[src/rtl/booth_mul_sequencer.sv]
// Sequential signed 16x16 radix-2 Booth multiplier for MUL/MULH.
// One shared signed adder performs one add/subtract step per clock.

module booth_mul_sequencer #(
    parameter int L          = 16,
    parameter bit EARLY_ZERO = 1'b1
) (
    input  logic           Clk,
    input  logic           Rst_n,
    input  logic           Start,
    input  logic [L-1:0]   A_in,
    input  logic [L-1:0]   B_in,
    output logic           Busy,
    output logic           Done,
    output logic [2*L-1:0] Product
);
    // state | meaning
    // IDLE  | waiting for Start; Done may pulse here for one cycle after completion
    // RUN   | one Booth step per clock, 16 steps total

    if (L != 16) begin : gen_bad_width
        $error("booth_mul_sequencer: L must be 16 to match the adder, got %0d", L);
    end

    typedef enum logic {
        IDLE = 1'b0,
        RUN  = 1'b1
    } state_t;

    state_t       state, state_next;
    logic [L-1:0] m_q, acc_q, q_q;
    logic         qm1_q;
    logic [3:0]   count_q;
    logic         done_q;
    logic [2*L-1:0] product_q;

    logic         step_sub, step_arith, last_step, zero_operand;
    logic [L-1:0] adder_b, sum, partial, acc_next, q_next;
    logic         adder_ovf, adder_cout_unused, acc_msb;

    assign step_sub     = (q_q[0] == 1'b1) && (qm1_q == 1'b0);
    assign step_arith   = q_q[0] ^ qm1_q;
    assign adder_b      = step_sub ? ~m_q : m_q;
    assign last_step    = (count_q == 4'(L - 1));
    assign zero_operand = EARLY_ZERO && ((A_in == '0) || (B_in == '0));

    FullAdderSigned16bit u_adder (
        .A        (acc_q),
        .B        (adder_b),
        .Cin      (step_sub),
        .S        (sum),
        .Cout     (adder_cout_unused),
        .Overflow (adder_ovf)
    );

    // The true sign of Acc +/- M is S[15]^Overflow, so the shift stays exact for M = -32768.
    always_comb begin
        partial  = step_arith ? sum : acc_q;
        acc_msb  = step_arith ? (sum[L-1] ^ adder_ovf) : acc_q[L-1];
        acc_next = {acc_msb, partial[L-1:1]};
        q_next   = {partial[0], q_q[L-1:1]};
    end

    always_ff @(posedge Clk or negedge Rst_n) begin
        if (!Rst_n) begin
            state <= IDLE;
        end else begin
            state <= state_next;
        end
    end

    always_comb begin
        state_next = state;
        case (state)
            IDLE: if (Start && !zero_operand) state_next = RUN;
            RUN:  if (last_step) state_next = IDLE;
            default: state_next = IDLE;
        endcase
    end

    always_comb begin
        Busy    = (state == RUN);
        Done    = done_q;
        Product = product_q;
    end

    always_ff @(posedge Clk or negedge Rst_n) begin
        if (!Rst_n) begin
            m_q       <= '0;
            acc_q     <= '0;
            q_q       <= '0;
            qm1_q     <= 1'b0;
            count_q   <= '0;
            done_q    <= 1'b0;
            product_q <= '0;
        end else begin
            done_q <= 1'b0;
            case (state)
                IDLE: begin
                    if (Start) begin
                        if (zero_operand) begin
                            product_q <= '0;
                            done_q    <= 1'b1;
                        end else begin
                            m_q     <= A_in;
                            q_q     <= B_in;
                            acc_q   <= '0;
                            qm1_q   <= 1'b0;
                            count_q <= '0;
                        end
                    end
                end
                RUN: begin
                    acc_q   <= acc_next;
                    q_q     <= q_next;
                    qm1_q   <= q_q[0];
                    count_q <= count_q + 4'd1;
                    if (last_step) begin
                        product_q <= {acc_next, q_next};
                        done_q    <= 1'b1;
                    end
                end
                default: ;
            endcase
        end
    end
endmodule

// Plain 16-bit two's complement adder with signed overflow flag.
module FullAdderSigned16bit (
    input  logic [15:0] A,
    input  logic [15:0] B,
    input  logic        Cin,
    output logic [15:0] S,
    output logic        Cout,
    output logic        Overflow
);
    always_comb begin
        {Cout, S} = {1'b0, A} + {1'b0, B} + {16'd0, Cin};
        Overflow  = (A[15] == B[15]) && (S[15] != A[15]);
    end
endmodule

[config.mk]
export PLATFORM = sky130hd
export DESIGN_NAME = booth_mul_sequencer
export DESIGN_NICKNAME = d
export VERILOG_FILES = /design/src/rtl/booth_mul_sequencer.sv
export SDC_FILE = /design/constraint.sdc
export NUM_CORES = 1
export LEC_CHECK = 0
export ABC_AREA = 1
export CAP_MARGIN = 15
export CORE_ASPECT_RATIO = 0.5
export CORE_UTILIZATION = 59
export DETAILED_ROUTE_END_ITERATION = 10
export GPL_TIMING_DRIVEN = 0
export PLACE_DENSITY = 0.86
export SYNTH_ARGS = -nofsm -noshare
export SYNTH_HDL_FRONTEND = slang
export SYNTH_SLANG_ARGS = --single-unit
[constraint.sdc]
create_clock -name Clk -period 5.5 [get_ports Clk]
set_input_delay 0.55 -clock Clk [delete_from_list [all_inputs] [get_ports Clk]]
set_output_delay 0.55 -clock Clk [all_outputs]
set_load 0.05 [all_outputs]
==> flow_metrics.tcl, run 1 <==
set metrics [dict create \
    cts_buffer_depth 2 \
    cts_sinks 87 \
    yosysSeqAreaShare_pct 46.6 \
    placementRows 22 \
    syn_avg_cell_area_um2 7.95 \
    grt_usage_pct 30.3 \
    ys.flop_type "dfrtp_1" \
    drc 0 \
    num_antenna_cells 0 \
    setup_viol 0 \
    period_share_pct 51.1 \
    crit_type "flip-flop to flip-flop" \
    cts_made_buffers 9 \
    place_congestion 0.870 \
    rsz0062_at_grt "false" \
    gr-total-overflow 0 \
    nets 723 \
    drt-pass1-iter-count 5 \
    syn_nets 643 \
    crit_arrival_ps 3020 \
    yosys.area.top_type "dfrtp_1" \
    timing.final.crit_period_ps 2810 \
    ant_nets 0 \
    synth.yosys.warnings 0 \
    synthArstFlopShare_pct 100 \
    startpoint_type "flip-flop" \
    cts_tree "yes" \
    clock_skew_ps 3.57 \
    clockRootBuffer "clkbuf_16" \
    fp.coreArea_mm2 0.00749 \
    synth_common_cells "210 x nand2_1, 87 x dfrtp_1, 53 x nand3_1" \
    die_y_um 65.0 \
    ctsHoldBuffers 0 \
    slew-limit-headroom_pct 62.1 \
    hold_viol 0 \
    cts_resized 0 \
    cts_setup_buffers 0 \
    grt_max_degree 61 \
    synth_edf_count 0 \
    h-tree-depth 3 \
    vias 4323 \
    synth_most_common_cell "nand2_1" \
    drv_cap 0 \
    maxSlewViolCount 0 \
    area_growth_pct 23.7 \
    layout-drive-gt1-share_pct 7.14 \
    hold_class "primary input to async pin" \
    synthCells 588 \
    start_util_pct 62.4 \
    status "complete, no violations" \
    synth-seq-cells 87 \
    path_max_fanout 10 \
    placed_cell_area_mm2 0.00552 \
    clock.fmax_ghz 0.356 \
    fillCellCount 540 \
    multi_input_area_mm2 0.00217 \
    clk_pin_slew_worst_paths_ps 60 \
    crit_path_end_kind "flip-flop" \
    viasPerCell 5.54 \
    wl_per_cell_um 14.6 \
    grt_pass1_vias 4182 \
    antenna_found_initial 0 \
    ios 69 \
    syn_area_mm2 0.00468 \
    hpwl_um 8430 \
    die-area_mm2 0.00831 \
    ys_types 32 \
    design_area_mm2 0.00578 \
    detail_route.wirelength_um 11400 \
    synth_area_leaders "dfrtp_1 47%, nand2_1 17%, nand3_1 5.7%" \
    grt_pass1_wl_um 19200 \
    die_width_um 128 \
    drt_first_iter_violations 392 \
    cp.required_ps 5710 \
    numPortBuffers 68 \
    setup_tns_ps 0 \
    synth_top_area_share_pct 46.6 \
    clkLatencyLatePin_ps 350 \
    tightest_slew_ps 569 \
    register_area_mm2 0.00218 \
]
[routing by layer]
layer	track usage (%)	routed length (µm)
met5	0	0
met4	11.0	242
met3	6.36	754
met2	50.9	5370
met1	39.3	5040
[registers in the layout (all words and copies together), names as in the netlist]
signal   flops
Product     32
acc_q       16
m_q         16
q_q         16
count_q      4
Busy         1
Done         1
qm1_q        1
[metrics by stage]
| step | hold slack (ps) | utilization (%) | setup WS [ps] | cells |
|---|---|---|---|---|
| floorplan | 254 | - | 3160 | 588 |
| global placement | 456 | 73.3 | 800 | 764 |
| detailed placement | 464 | 73.7 | 2760 | 765 |
| CTS | 139 | 77.2 | 2740 | 780 |
| global route | 157 | 77.2 | 2440 | 780 |
| finish | 122 | 77.2 | 2690 | 780 |
[path summary, 6_finish.rpt]
kind | from | endpoint | slack, ps | cells after the start
max in group asynchronous | Rst_n | q_q[0]$_DFFE_PN0P_ | 4770 | 2
worst max-delay path | qm1_q$_DFFE_PN0P_ | acc_q[11]$_DFFE_PN0P_ | 2690 | 15
worst min-delay path | Rst_n | q_q[11]$_DFFE_PN0P_ | 120 | 1
min in group Clk | Product[15]$_DFFE_PN0P_ | Product[15]$_DFFE_PN0P_ | 470 | 2
worst min register to register | Product[15]$_DFFE_PN0P_ | Product[15]$_DFFE_PN0P_ | 470 | 2
worst max register to register | qm1_q$_DFFE_PN0P_ | acc_q[11]$_DFFE_PN0P_ | 2690 | 15
[cell type report]
cell class                 count  share of cell area [%]
sequential                    87                    37.6
multi-input combinational    427                    37.6
timing repair buffer          69                    12.2
clock buffer                  12                    4.26
inverter                      52                    3.38
tap                          108                    2.34
buffer                        22                    2.27
clock inverter                 3                   0.346
[layout by cell type (no fill, tap or decap), types with 2 or more instances in the layout]
master	netlist	final
buf_2	9	9
inv_1	50	50
clkbuf_16	0	9
o21ai_0	35	35
nand4_1	4	4
nand2_1	210	210
clkdlybuf4s50_1	0	67
a21oi_1	27	27
o21ai_2	13	13
nor3_1	2	2
ha_1	19	19
dfrtp_1	87	87
clkinvlp_4	0	2
o21a_1	2	2
clkbuf_1	8	10
o211ai_1	3	3
xor2_1	16	16
buf_6	5	5
nor2_1	21	21
nor4_1	4	4
nand3_1	53	53
o21ai_1	7	7
[cell families after synthesis]
family,after synthesis,synth area share [%]
AO/OA/AOI/OAI,88,10.8
XOR/XNOR,17,3.18
adder cells (fa/ha/maj),20,5.51
buffers and inverters,74,6.98
flip-flops,87,46.6
AND/OR/NAND/NOR,302,27.0
[worst max-delay path, cell delays in order, from the launching register on]
cell and delay (ps):
dfrtp_1 360, inv_1 70, ha_1 130, buf_2 230, buf_2 340, xor2_1 220, ha_1 310, a21oi_1 280
o21a_1 160, nand2_1 90, nand2_1 90, nand2_1 50, nand2_1 50, nand3_1 100, nand2_1 90, o21ai_0 80
Power of run 1 is not shown: default switching activity piles up to over one toggle a cycle in this logic, so the estimate is an artifact.
==> inputs of run 2 (changes only) <==
CORE_UTILIZATION = 49   (was 59)
PLACE_DENSITY = 0.76   (was 0.86)
clock period = 2.35 ns   (was 5.5 ns; I/O delays follow)
==> run 2 against run 1 <==
Against the previous run:
- the flow now finishes with violations (setup timing)
- non-clock buffer count is 21 higher
- first-iteration DRC count shrank 4.6%
- critical path depth down 1
- flip-flop and latch count unchanged
- final area rose by 11%
- worst hold slack better by 230 ps
- critical endpoint unchanged
==> flow_metrics.tcl, run 2 (synthesis results as in run 1) <==
set metrics [dict create \
    grt_max_degree 62 \
    drv_cap 0 \
    clock_skew_ps 5.03 \
    viasPerCell 5.43 \
    status "finished with violations" \
    ant_nets 0 \
    grt_pass1_wl_um 19800 \
    hold_viol 0 \
    violations "setup timing" \
    clockRootBuffer "clkbuf_16" \
    period_share_pct 107 \
    crit_path_end_kind "flip-flop" \
    antenna_found_initial 0 \
    setup_tns_ps -1580 \
    rsz0062_at_grt "true" \
    hold_class "primary input to async pin" \
    clock.fmax_ghz 0.398 \
    h-tree-depth 3 \
    placed_cell_area_mm2 0.00553 \
    path_max_fanout 7 \
    crit_type "flip-flop to flip-flop" \
    die_width_um 140 \
    mostFrequentLayoutCell "nand2_1" \
    placementRows 24 \
    place_congestion 0.870 \
    gr-total-overflow 0 \
    vias 4400 \
    ios 69 \
    slew-limit-headroom_pct 64.0 \
    startpoint_type "flip-flop" \
    fin_ws_ps -162 \
    cts_made_buffers 9 \
    design_area_mm2 0.00640 \
    tightest_slew_ps 540 \
    wl_per_cell_um 15.5 \
    drc 0 \
    fillCellCount 663 \
    drt_first_iter_violations 374 \
    fp.coreArea_mm2 0.00898 \
    dpl_worst_slack_ps -455 \
    hpwl_um 8290 \
    start_util_pct 52.1 \
    numPortBuffers 68 \
    grt_pass1_vias 4219 \
    die_y_um 71.1 \
    drt-pass1-iter-count 5 \
    num_antenna_cells 0 \
    clkLatencyLatePin_ps 350 \
    maxSlewViolCount 0 \
    largest_reg_flops 32 \
    die-area_mm2 0.00996 \
    area_growth_pct 36.9 \
    cp.required_ps 2570 \
    setup_viol 20 \
    cts_sinks 87 \
    nets 744 \
    layout-drive-gt1-share_pct 19.5 \
    grt_usage_pct 25.5 \
    utilization_pct 71.3 \
    cts_tree "yes" \
    r2r_setup_slack_ps -160 \
    cts_buffer_depth 2 \
    timing.final.crit_period_ps 2510 \
    clk_pin_slew_worst_paths_ps 60 \
    crit_arrival_ps 2730 \
    final_cell_mix "183 x nand2_1, 87 x dfrtp_1, 67 x clkdlybuf4s50_1" \
    detail_route.wirelength_um 12600 \
]
==> run 2: changes by cell type in the layout (fill, tap and decap cells not counted), moves of 7 or more <==
cell,previous run,this run
nand2_1,210,183
nand2_2,1,19
a21oi_1,27,16
o21ai_1,7,14
nand2_4,1,10
o21ai_0,35,27
a21oi_2,0,9
buf_4,1,18
==> run 2: area by class of cell <==
class	instances	area [µm²]	share of cell area, %
Timing Repair Buffer	90	893	14.0
Inverter	52	195	3.05
Tap cell	117	146	2.29
Buffer	22	161	2.52
Multi-Input combinational cell	427	2530	39.5
Sequential cell	87	2180	34.0
Clock buffer	10	229	3.58
Clock inverter	6	70.1	1.09
==> run 2: worst max-delay path, cell delays in order, from the launching register on <==
cell and delay, ps:
dfrtp_1 390, ha_2 200, buf_12 150, buf_12 140, xor2_1 160, ha_1 390
nand2_1 160, nor2_1 170, nand2_2 80, nand2_2 90, nand2_2 80, nand3_1 100
nand3_2 90, nand2_1 90, o21ai_1 60
==> run 2: worst paths after layout <==
path	start	endpoint	depth (start not counted)
min in group Clk	A_in[14]	m_q[14]$_DFFE_PN0P_	3
max reg2reg	q_q[0]$_DFFE_PN0P_	acc_q[11]$_DFFE_PN0P_	14
max	q_q[0]$_DFFE_PN0P_	acc_q[11]$_DFFE_PN0P_	14
min reg2reg	Product[28]$_DFFE_PN0P_	Product[28]$_DFFE_PN0P_	2
min	Rst_n	Product[12]$_DFFE_PN0P_	2
max in group asynchronous	Rst_n	acc_q[11]$_DFFE_PN0P_	3
==> run 2: metrics by stage <==
stage / instances / hold WS (ps)
after CTS: 807 / 359
after global routing: 811 / 391
after floorplan: 588 / -60.6
final: 811 / 351
after detailed placement: 774 / 182
after global placement: 773 / 459
==> run 2: what timing repair did <==
action,4_1_cts,5_1_grt
gates resized for setup,49,54
gates cloned,1,0
setup endpoints to repair,30,24
hold buffers,1,0
setup buffers,15,4
hold endpoints to repair,26,0
pin swaps,24,29
==> run 2: layer usage <==
layer	vias to the layer above	track usage (%)	wire [µm]
li1	2104	-	-
met1	2091	33.0	5470
met2	169	43.4	6070
met3	36	5.35	723
met4	0	8.30	291
met5	-	0	0
Power of run 2 is left out for the same reason.
